`src/rtl/axis_noc_pkg.sv`:
```
// Shared constants for the AXIS-to-NoC packetizer: flit type codes, header
// field layout and FSM state encoding.
package axis_noc_pkg;

    localparam logic [1:0] FLIT_BODY = 2'b00;
    localparam logic [1:0] FLIT_HEAD = 2'b01;
    localparam logic [1:0] FLIT_TAIL = 2'b10;

    // Header payload layout from bit 0 upward: cont, wakeup, seq, id, dest.
    localparam int HDR_CONT_BIT = 0;
    localparam int HDR_WAKE_BIT = 1;
    localparam int HDR_SEQ_LSB  = 2;
    localparam int HDR_SEQ_W    = 8;
    localparam int HDR_ID_LSB   = HDR_SEQ_LSB + HDR_SEQ_W;

    typedef enum logic [1:0] {
        ST_IDLE = 2'd0,
        ST_BODY = 2'd1,
        ST_CONT = 2'd2
    } state_t;

endpackage

```
`src/rtl/axis_noc_packetizer_flit_reg.sv`:
```
// Single-entry output register for the NoC link. It reports when the slot is
// free, so that a new flit can load in the same cycle the old one retires.
module axis_noc_flit_reg #(
    parameter int FlitWidth = 48
) (
    input  logic                 clk,
    input  logic                 rst_n,
    input  logic                 i_load,
    input  logic [FlitWidth-1:0] i_flit,
    input  logic                 i_ready,
    output logic [FlitWidth-1:0] o_flit,
    output logic                 o_valid,
    output logic                 o_free
);

    logic [FlitWidth-1:0] r_flit;
    logic                 r_valid;

    assign o_free  = !r_valid || i_ready;
    assign o_flit  = r_flit;
    assign o_valid = r_valid;

    // i_load is only raised while o_free is high, so the held flit never gets overwritten.
    always_ff @(posedge clk or negedge rst_n) begin
        if (!rst_n) begin
            r_flit  <= '0;
            r_valid <= 1'b0;
        end else if (i_load) begin
            r_flit  <= i_flit;
            r_valid <= 1'b1;
        end else if (i_ready) begin
            r_valid <= 1'b0;
        end
    end

endmodule

```
`src/rtl/axis_noc_packetizer.sv`:
```
// Turns an AXI-Stream packet into NoC flits. Each packet starts with a header
// flit, and packets longer than MaxBeats are split into continuation packets.
//
// state   | meaning
// IDLE    | waiting for the first beat; emits HEAD (cont=0) without consuming it
// BODY    | forwarding beats as BODY/TAIL flits
// CONT    | packet split at MaxBeats; emits HEAD (cont=1) from latched fields
module axis_noc_packetizer
    import axis_noc_pkg::*;
#(
    parameter int DataWidth = 32,
    parameter int KeepWidth = DataWidth / 8,
    parameter int StrbWidth = DataWidth / 8,
    parameter int TidWidth  = 8,
    parameter int DestWidth = 8,
    parameter int UserWidth = DataWidth / 8,
    parameter int MaxBeats  = 16,
    parameter int FlitWidth = 48
) (
    input  logic                 clk,
    input  logic                 rst_n,
    input  logic [DataWidth-1:0] s_axis_tdata,
    input  logic [KeepWidth-1:0] s_axis_tkeep,
    input  logic [StrbWidth-1:0] s_axis_tstrb,
    input  logic                 s_axis_tvalid,
    output logic                 s_axis_tready,
    input  logic                 s_axis_tlast,
    input  logic [TidWidth-1:0]  s_axis_tid,
    input  logic [DestWidth-1:0] s_axis_tdest,
    input  logic [UserWidth-1:0] s_axis_tuser,
    input  logic                 s_axis_twakeup,
    output logic [FlitWidth-1:0] m_flit,
    output logic                 m_flit_valid,
    input  logic                 m_flit_ready
);

    localparam int BodyW = DataWidth + KeepWidth + StrbWidth + UserWidth;
    localparam int CntW  = $clog2(MaxBeats);
    localparam logic [CntW-1:0] LastCnt = CntW'(MaxBeats - 1);

    state_t                r_state;
    logic [HDR_SEQ_W-1:0]  r_seq;
    logic [CntW-1:0]       r_beat_cnt;
    logic [DestWidth-1:0]  r_dest;
    logic [TidWidth-1:0]   r_id;
    logic                  r_wake;

    logic                  w_free;
    logic                  w_load;
    logic                  w_accept;
    logic [FlitWidth-1:0]  w_flit;

    function automatic logic [FlitWidth-1:0] make_head(
        input logic [DestWidth-1:0] dest,
        input logic [TidWidth-1:0]  id,
        input logic [HDR_SEQ_W-1:0] seq,
        input logic                 wake,
        input logic                 cont
    );
        logic [FlitWidth-1:0] f;
        f = '0;
        f[FlitWidth-1 -: 2]                   = FLIT_HEAD;
        f[HDR_CONT_BIT]                       = cont;
        f[HDR_WAKE_BIT]                       = wake;
        f[HDR_SEQ_LSB +: HDR_SEQ_W]           = seq;
        f[HDR_ID_LSB +: TidWidth]             = id;
        f[HDR_ID_LSB + TidWidth +: DestWidth] = dest;
        return f;
    endfunction

    assign s_axis_tready = (r_state == ST_BODY) && w_free;
    assign w_accept      = s_axis_tready && s_axis_tvalid;

    always_comb begin
        w_load = 1'b0;
        w_flit = '0;
        case (r_state)
            ST_IDLE: begin
                if (s_axis_tvalid && w_free) begin
                    w_load = 1'b1;
                    w_flit = make_head(s_axis_tdest, s_axis_tid, r_seq, s_axis_twakeup, 1'b0);
                end
            end
            ST_BODY: begin
                if (w_accept) begin
                    w_load              = 1'b1;
                    w_flit[BodyW-1:0]   = {s_axis_tuser, s_axis_tstrb, s_axis_tkeep, s_axis_tdata};
                    w_flit[FlitWidth-1 -: 2] =
                        (s_axis_tlast || r_beat_cnt == LastCnt) ? FLIT_TAIL : FLIT_BODY;
                end
            end
            ST_CONT: begin
                if (w_free) begin
                    w_load = 1'b1;
                    w_flit = make_head(r_dest, r_id, r_seq, r_wake, 1'b1);
                end
            end
            default: ;
        endcase
    end

    always_ff @(posedge clk or negedge rst_n) begin
        if (!rst_n) begin
            r_state    <= ST_IDLE;
            r_seq      <= '0;
            r_beat_cnt <= '0;
            r_dest     <= '0;
            r_id       <= '0;
            r_wake     <= 1'b0;
        end else begin
            case (r_state)
                ST_IDLE: begin
                    if (s_axis_tvalid && w_free) begin
                        r_dest     <= s_axis_tdest;
                        r_id       <= s_axis_tid;
                        r_wake     <= s_axis_twakeup;
                        r_seq      <= r_seq + 1'b1;
                        r_beat_cnt <= '0;
                        r_state    <= ST_BODY;
                    end
                end
                ST_BODY: begin
                    if (w_accept) begin
                        r_beat_cnt <= r_beat_cnt + 1'b1;
                        if (s_axis_tlast) begin
                            r_state <= ST_IDLE;
                        end else if (r_beat_cnt == LastCnt) begin
                            r_state <= ST_CONT;
                        end
                    end
                end
                ST_CONT: begin
                    if (w_free) begin
                        r_seq      <= r_seq + 1'b1;
                        r_beat_cnt <= '0;
                        r_state    <= ST_BODY;
                    end
                end
                default: r_state <= ST_IDLE;
            endcase
        end
    end

    axis_noc_flit_reg #(
        .FlitWidth(FlitWidth)
    ) u_flit_reg (
        .clk     (clk),
        .rst_n   (rst_n),
        .i_load  (w_load),
        .i_flit  (w_flit),
        .i_ready (m_flit_ready),
        .o_flit  (m_flit),
        .o_valid (m_flit_valid),
        .o_free  (w_free)
    );

endmodule

```
`config.mk`:
```
export PLATFORM = sky130hd
export DESIGN_NAME = axis_noc_packetizer
export DESIGN_NICKNAME = d
export VERILOG_FILES = /design/src/rtl/axis_noc_pkg.sv /design/src/rtl/axis_noc_packetizer_flit_reg.sv /design/src/rtl/axis_noc_packetizer.sv
export SDC_FILE = /design/constraint.sdc
export NUM_CORES = 1
export LEC_CHECK = 0
export CORE_MARGIN = 10
export CORE_UTILIZATION = 50
export DETAILED_ROUTE_END_ITERATION = 6
export PLACE_DENSITY_LB_ADDON = 0.3
export SLEW_MARGIN = 10
export SYNTH_ARGS = -nofsm -noshare
export SYNTH_HDL_FRONTEND = slang
export SYNTH_SLANG_ARGS = --single-unit
export TNS_END_PERCENT = 30
```
`constraint.sdc`:
```
create_clock -name clk -period 3.1 [get_ports clk]
set_input_delay 0.62 -clock clk [delete_from_list [all_inputs] [get_ports clk]]
set_output_delay 0.62 -clock clk [all_outputs]
set_load 0.01 [all_outputs]
```
==> results of run 1 <==
## layout make-up
class                           count  area [um2]  area share (%)
Sequential cell                    78        1950            39.4
Timing Repair Buffer              123        1200            24.3
Inverter                           14        52.6            1.06
Tap cell                           96         120            2.42
Clock buffer                        9         124            2.50
Clock inverter                      5         100            2.02
Multi-Input combinational cell    177        1410            28.4
## cells by family (layout without fill, tap and decap cells)
family                   after synthesis  after routing  share of synthesized area, %
other                                  1              2                         0.105
XOR/XNOR                               7              7                          1.72
multiplexers                          15             15                          4.68
AO/OA/AOI/OAI                         77             77                          17.8
AND/OR/NAND/NOR                       74             74                          14.3
buffers and inverters                 41            151                          5.84
flip-flops                            78             78                          54.9
adder cells (fa/ha/maj)                2              2                         0.704
## cells in the mapped netlist (2+ instances only)
master	count	area, um2
nand2_1	3	11.3
buf_4	6	45.0
o21ai_0	12	60.1
a2111o_1	11	124
a32oi_1	6	52.6
o31ai_1	3	22.5
a221o_1	9	90.1
mux2_2	12	135
buf_6	2	22.5
nor2b_1	2	12.5
dfrtp_1	78	1950
buf_2	13	65.1
clkbuf_1	6	22.5
a21oi_1	6	30.0
nor4_1	3	18.8
ha_1	2	25.0
a21o_1	2	15.0
nand2b_1	3	18.8
and3_1	30	188
xor2_1	7	61.3
nand3_1	3	15.0
nor2_1	2	7.51
and4_1	11	96.3
nor4b_1	2	17.5
inv_1	13	48.8
a22o_1	19	166
mux2i_1	2	20.0
nand4_1	7	43.8
## registers in the layout (all words and copies together) (netlist names)
register and flops:
u_flit_reg.o_flit 46, r_seq 8, r_state 2, r_id 8
r_dest 8, u_flit_reg.o_valid 1, r_wake 1, r_beat_cnt 4
## layer usage
layer  share of wire (%)  vias to the layer above  routed length, um
li1                    -                     1335                  -
met3                 6.7                        8                666
met2                  51                       97               5060
met4                 1.1                        0                108
met5                   0                        -                  0
met1                  41                     1440               4090
## power by group
part	leakage (nW)	switching, W	internal [W]	total [W]
clock	0.115	0.000359	0.000523	0.000882
sequential	0.977	0.000280	0.00143	0.00171
combinational	1.20	0.000686	0.000902	0.00159
## worst paths after layout
check,to,slack [ns],cells after the start
worst max-delay path,s_axis_tready,0.58,4
worst min-delay path,u_flit_reg.o_flit[2]$_DFFE_PN0P_,0.42,1
worst max register to register,u_flit_reg.o_flit[20]$_DFFE_PN0P_,0.75,4
worst min register to register,r_seq[7]$_DFFE_PN0P_,0.48,1
max in group asynchronous,r_beat_cnt[3]$_DFFE_PN0P_,2.05,1
min in group clk,r_seq[7]$_DFFE_PN0P_,0.48,1
## worst reg2reg max path, cell delays in order (launching register included)
cell and delay (ns):
dfrtp_1 0.55, nor2b_1 0.76, o21ai_4 0.23, buf_4 0.27, a2111o_1 0.43
## through the flow
step	utilization [%]	hold WS, ns	cell area [um2]	power (W)
3_5_place_dp	68.9	0.469	4730	0.00332
4_1_cts	72.2	0.465	4960	0.00421
6_report	72.2	0.417	4960	0.00418
2_1_floorplan	-	0.324	3560	0.00247
3_3_place_gp	68.9	0.460	4730	0.00325
5_1_grt	72.2	0.498	4960	0.00442
==> flow_summary.ini, run 1 <==
[status]
outcome = finished clean

[worst_setup_path]
worstPathArrival_ns = 1.90
cpMostUsedCell = clkdlybuf4s50_1
cp-start-kind = input pin
endpoint_kind = output port
crit_slowest_cell = clkdlybuf4s50_1
critPathBufInv = 2
rr_startpoint = r_state[1]$_DFFE_PN0P_
path_cells = clkdlybuf4s50_1 > nor2b_1 > nor2_1 > clkdlybuf4s50_1
crit_path_max_fanout = 2
crit_type = input pin to output port
cpLargestDelayFamily = buffers and inverters
max_stage_delay_ns = 0.57
crit_start = m_flit_ready
cp.required_ns = 2.48

[timing]
setup_viol = 0
min_period_ns = 2.52
max_freq_mhz = 396
finClkSkew_ns = 0.00816
max_slew_margin_pct = 35.4
fin_crit_sh_pct = 81.4
rsz0062_at_grt = no
final_max_slew_viol_count = 0
tightest_slew_ns = 0.969
fin_tns_setup_ns = 0
hold_viol = 0
setup_ws_ns = 0.577

[logic_synthesis]
synthCells = 295
yosys_warnings = 0
syn_area_per_cell_um2 = 12.0
synth-seq-area-share_pct = 54.9
ys.flop_type = dfrtp_1
synthesis.area_um2 = 3550
synth_cell_types = 48
yosys_register_bits = 78
synth_edf_count = 0
synthArstFlopShare_pct = 100

[floorplanning]
pin_count = 116
dieArea_um2 = 10900
initial_utilization_pct = 51.7
core_um2 = 6870
rows = 30
die_w_um = 104
die_y_um = 104

[global_route]
antenna_found_initial = 0
grt-busiest-layer = met2
grt.met3_usage_pct = 5.27
grt_max_degree = 79
grt_pass1_wl_mm = 16.3
met1_usage_pct = 21.5
track_usage_pct = 18.1
grt_pass1_vias = 3163
grt_remaining_overflow = 0
met2_usage_pct = 30.6

[cts]
clk_latency_ns = 0.35
cts_resized = 0
postCtsHoldBufs = 0
clock-sinks = 78
cts_buffers = 9
ctsLongestPathBuffers = 2
cts_tree = yes
cts_setup_buffers = 0
root_buffer = clkbuf_8
cts_max_level = 3
clk_pin_slew_worst_paths_ns = 0.07

[cells_and_area]
final_common_cell = clkdlybuf4s50_1
nNetsFinal = 471
fin_cells = 502
fillers = 495
final_cell_mix = clkdlybuf4s50_1 (112), dfrtp_1 (78), and3_1 (30)
area_growth_pct = 39.5
n_antenna_cell = 0
drive_above_1_share_pct = 10.6

[placed_design]
placed_cells = 488
port_buffers = 113
post-place-ws_ns = 0.503
dp_hpwl_mm = 7.17
routabilityCongestion = 0.838

[drt]
routed_wirelength_mm = 9.92
drc_errors = 0
drtIter0Drc = 131
wire_per_inst_um = 19.8
drtPass1Iterations = 4
vias = 2880
ant_nets = 0
via_per_inst = 5.74

[worst_hold_path]
min_path_type = input pin to asynchronous set/reset pin

[power_and_ir_drop]
p_leak_nw = 2.29
power_density_nw_per_um2 = 843
vdd_drop_max_mv = 0.386

[run]
maxCapViolations = 0
(Power assumes the default switching activity.)
==> run 2, diff against run 1 <==
CORE_UTILIZATION = 42   (was 50)
clock period = 2.15 ns   (was 3.1 ns; I/O delays follow)
==> run 2 against run 1 <==
Global-route usage is 1.7 points lower; sequential power is 43% higher; clock power is 34% higher; sequential share of layout area is 1.1 points lower; critical endpoint unchanged; highest routed layer unchanged.
==> flow_summary.ini, run 2 (synthesized netlist as in run 1, its figures left out) <==
[placed_design]
routabilityCongestion = 0.810
port_buffers = 113
dp_hpwl_mm = 7.32

[worst_setup_path]
max_stage_delay_ns = 0.48
crit_path_max_fanout = 2
cpLargestDelayFamily = buffers and inverters
worstPathArrival_ns = 1.43
endpoint_kind = output port
cp-start-kind = input pin
critPathBufInv = 2
cp.required_ns = 1.72
crit_type = input pin to output port
path_cells = clkdlybuf4s50_1 > nor2b_1 > nor2_1 > dlygate4sd2_1
crit_slowest_cell = clkdlybuf4s50_1

[timing]
hold_viol = 0
setup_viol = 0
rsz0062_at_grt = no
final_max_slew_viol_count = 0
fin_tns_setup_ns = 0
fin_crit_sh_pct = 86.6
max_freq_mhz = 537
fin_hold_ws_ns = 0.0317
finClkSkew_ns = 0.0123
min_period_ns = 1.86

[power_and_ir_drop]
p_leak_nw = 2.36
vdd_drop_max_mv = 0.625
clock_power_share_pct = 19.7
pwr-share-seq_pct = 40.8
power_frac_comb_pct = 39.5
power_density_nw_per_um2 = 1180
intPower_w = 0.00410
p_sw_w = 0.00190
switching_share_pct = 31.7

[floorplanning]
die_y_um = 112
pin_count = 116
die_w_um = 112
rows = 33
dieArea_um2 = 12500
core_um2 = 8220
initial_utilization_pct = 43.3

[cells_and_area]
area_growth_pct = 43.5
final_cell_mix = clkdlybuf4s50_1 (111), dfrtp_1 (77), and3_1 (30)
n_antenna_cell = 0
nNetsFinal = 482
largest_reg_flops = 46
drive_above_1_share_pct = 13.2
fillers = 636
final_common_cell = clkdlybuf4s50_1
post-route-util_pct = 62.1

[drt]
drc_errors = 0
routed_wirelength_mm = 10.1
vias = 2929
via_per_inst = 5.61
drtPass1Iterations = 4
wire_per_inst_um = 19.3
drtIter0Drc = 132
ant_nets = 0

[global_route]
grt_pass1_vias = 3232
track_usage_pct = 16.3
grt-busiest-layer = met2
met1_usage_pct = 19.6
antenna_found_initial = 0
met2_usage_pct = 27.2
grt_pass1_wl_mm = 17.0
grt_max_degree = 43
grt.met3_usage_pct = 4.40
grt_remaining_overflow = 0

[cts]
cts_setup_buffers = 0
clock-sinks = 78
cts_buffers = 9
root_buffer = clkbuf_8
clk_pin_slew_worst_paths_ns = 0.08
ctsLongestPathBuffers = 2
clk_latency_ns = 0.35
cts_tree = yes
cts_max_level = 3

[status]
outcome = finished clean

[run]
maxCapViolations = 0

[worst_hold_path]
min_path_type = input pin to asynchronous set/reset pin
## run 2: cell count changes in the layout (fill, tap and decap cells not counted), sizes merged
| cell | before | now |
|---|---|---|
| clkinv | 2 | 1 |
| clkbuf | 9 | 10 |
| clkinvlp | 0 | 1 |
| buf | 11 | 22 |
| clkdlybuf4s50 | 112 | 111 |
| bufinv | 3 | 2 |
| dlygate4sd2 | 0 | 1 |
## run 2: area by class of cell
type                            instances  area (um2)  share of cell area (%)
Timing Repair Buffer                  134        1350                    26.4
Sequential cell                        78        1950                    38.3
Inverter                               14        52.6                    1.03
Clock buffer                           10         138                    2.70
Multi-Input combinational cell        177        1410                    27.6
Tap cell                              105         131                    2.58
Clock inverter                          4        72.6                    1.42
## run 2: stage by stage
stage               setup slack, ns  instances  power [W]  instance area (um2)
floorplan                     0.561        296    0.00356                 3560
global placement             0.0260        508    0.00479                 4890
detailed placement         -0.00136        508    0.00487                 4890
global route                  0.200        522    0.00639                 5100
finish                        0.288        522    0.00600                 5100
CTS                           0.279        522    0.00607                 5100
## run 2: power groups by stage
stage / logic, W / registers [W] / clock network (W)
2_1_floorplan: 0.00100 / 0.00256 / 0
3_3_place_gp: 0.00235 / 0.00244 / 0
3_5_place_dp: 0.00241 / 0.00247 / 0
4_1_cts: 0.00242 / 0.00245 / 0.00121
5_1_grt: 0.00257 / 0.00253 / 0.00128
6_report: 0.00237 / 0.00245 / 0.00118
## run 2: routing by layer
metal  vias to the layer above  wire (um)
met5                         -          0
met4                         0        187
met3                        12        544
met2                        82       5080
met1                      1475       4280
li1                       1360          -
## run 2: final timing paths
path | from | endpoint | slack (ns) | cells after the start
min in group clk | r_seq[7]$_DFFE_PN0P_ | r_seq[7]$_DFFE_PN0P_ | 0.48 | 1
hold / removal | rst_n | u_flit_reg.o_flit[18]$_DFFE_PN0P_ | 0.03 | 1
setup / recovery | m_flit_ready | s_axis_tready | 0.29 | 4
max in group asynchronous | rst_n | r_state[0]$_DFFE_PN0P_ | 1.51 | 2
hold reg to reg | r_seq[7]$_DFFE_PN0P_ | r_seq[7]$_DFFE_PN0P_ | 0.48 | 1
setup reg to reg | u_flit_reg.o_valid$_DFFE_PN0P_ | r_seq[1]$_DFFE_PN0P_ | 0.46 | 5
## run 2: repair_timing
item                                    in CTS  in global routing
hold buffers                                 0                  0
gates resized for setup                      2                  0
endpoints found under the setup margin       1                  0
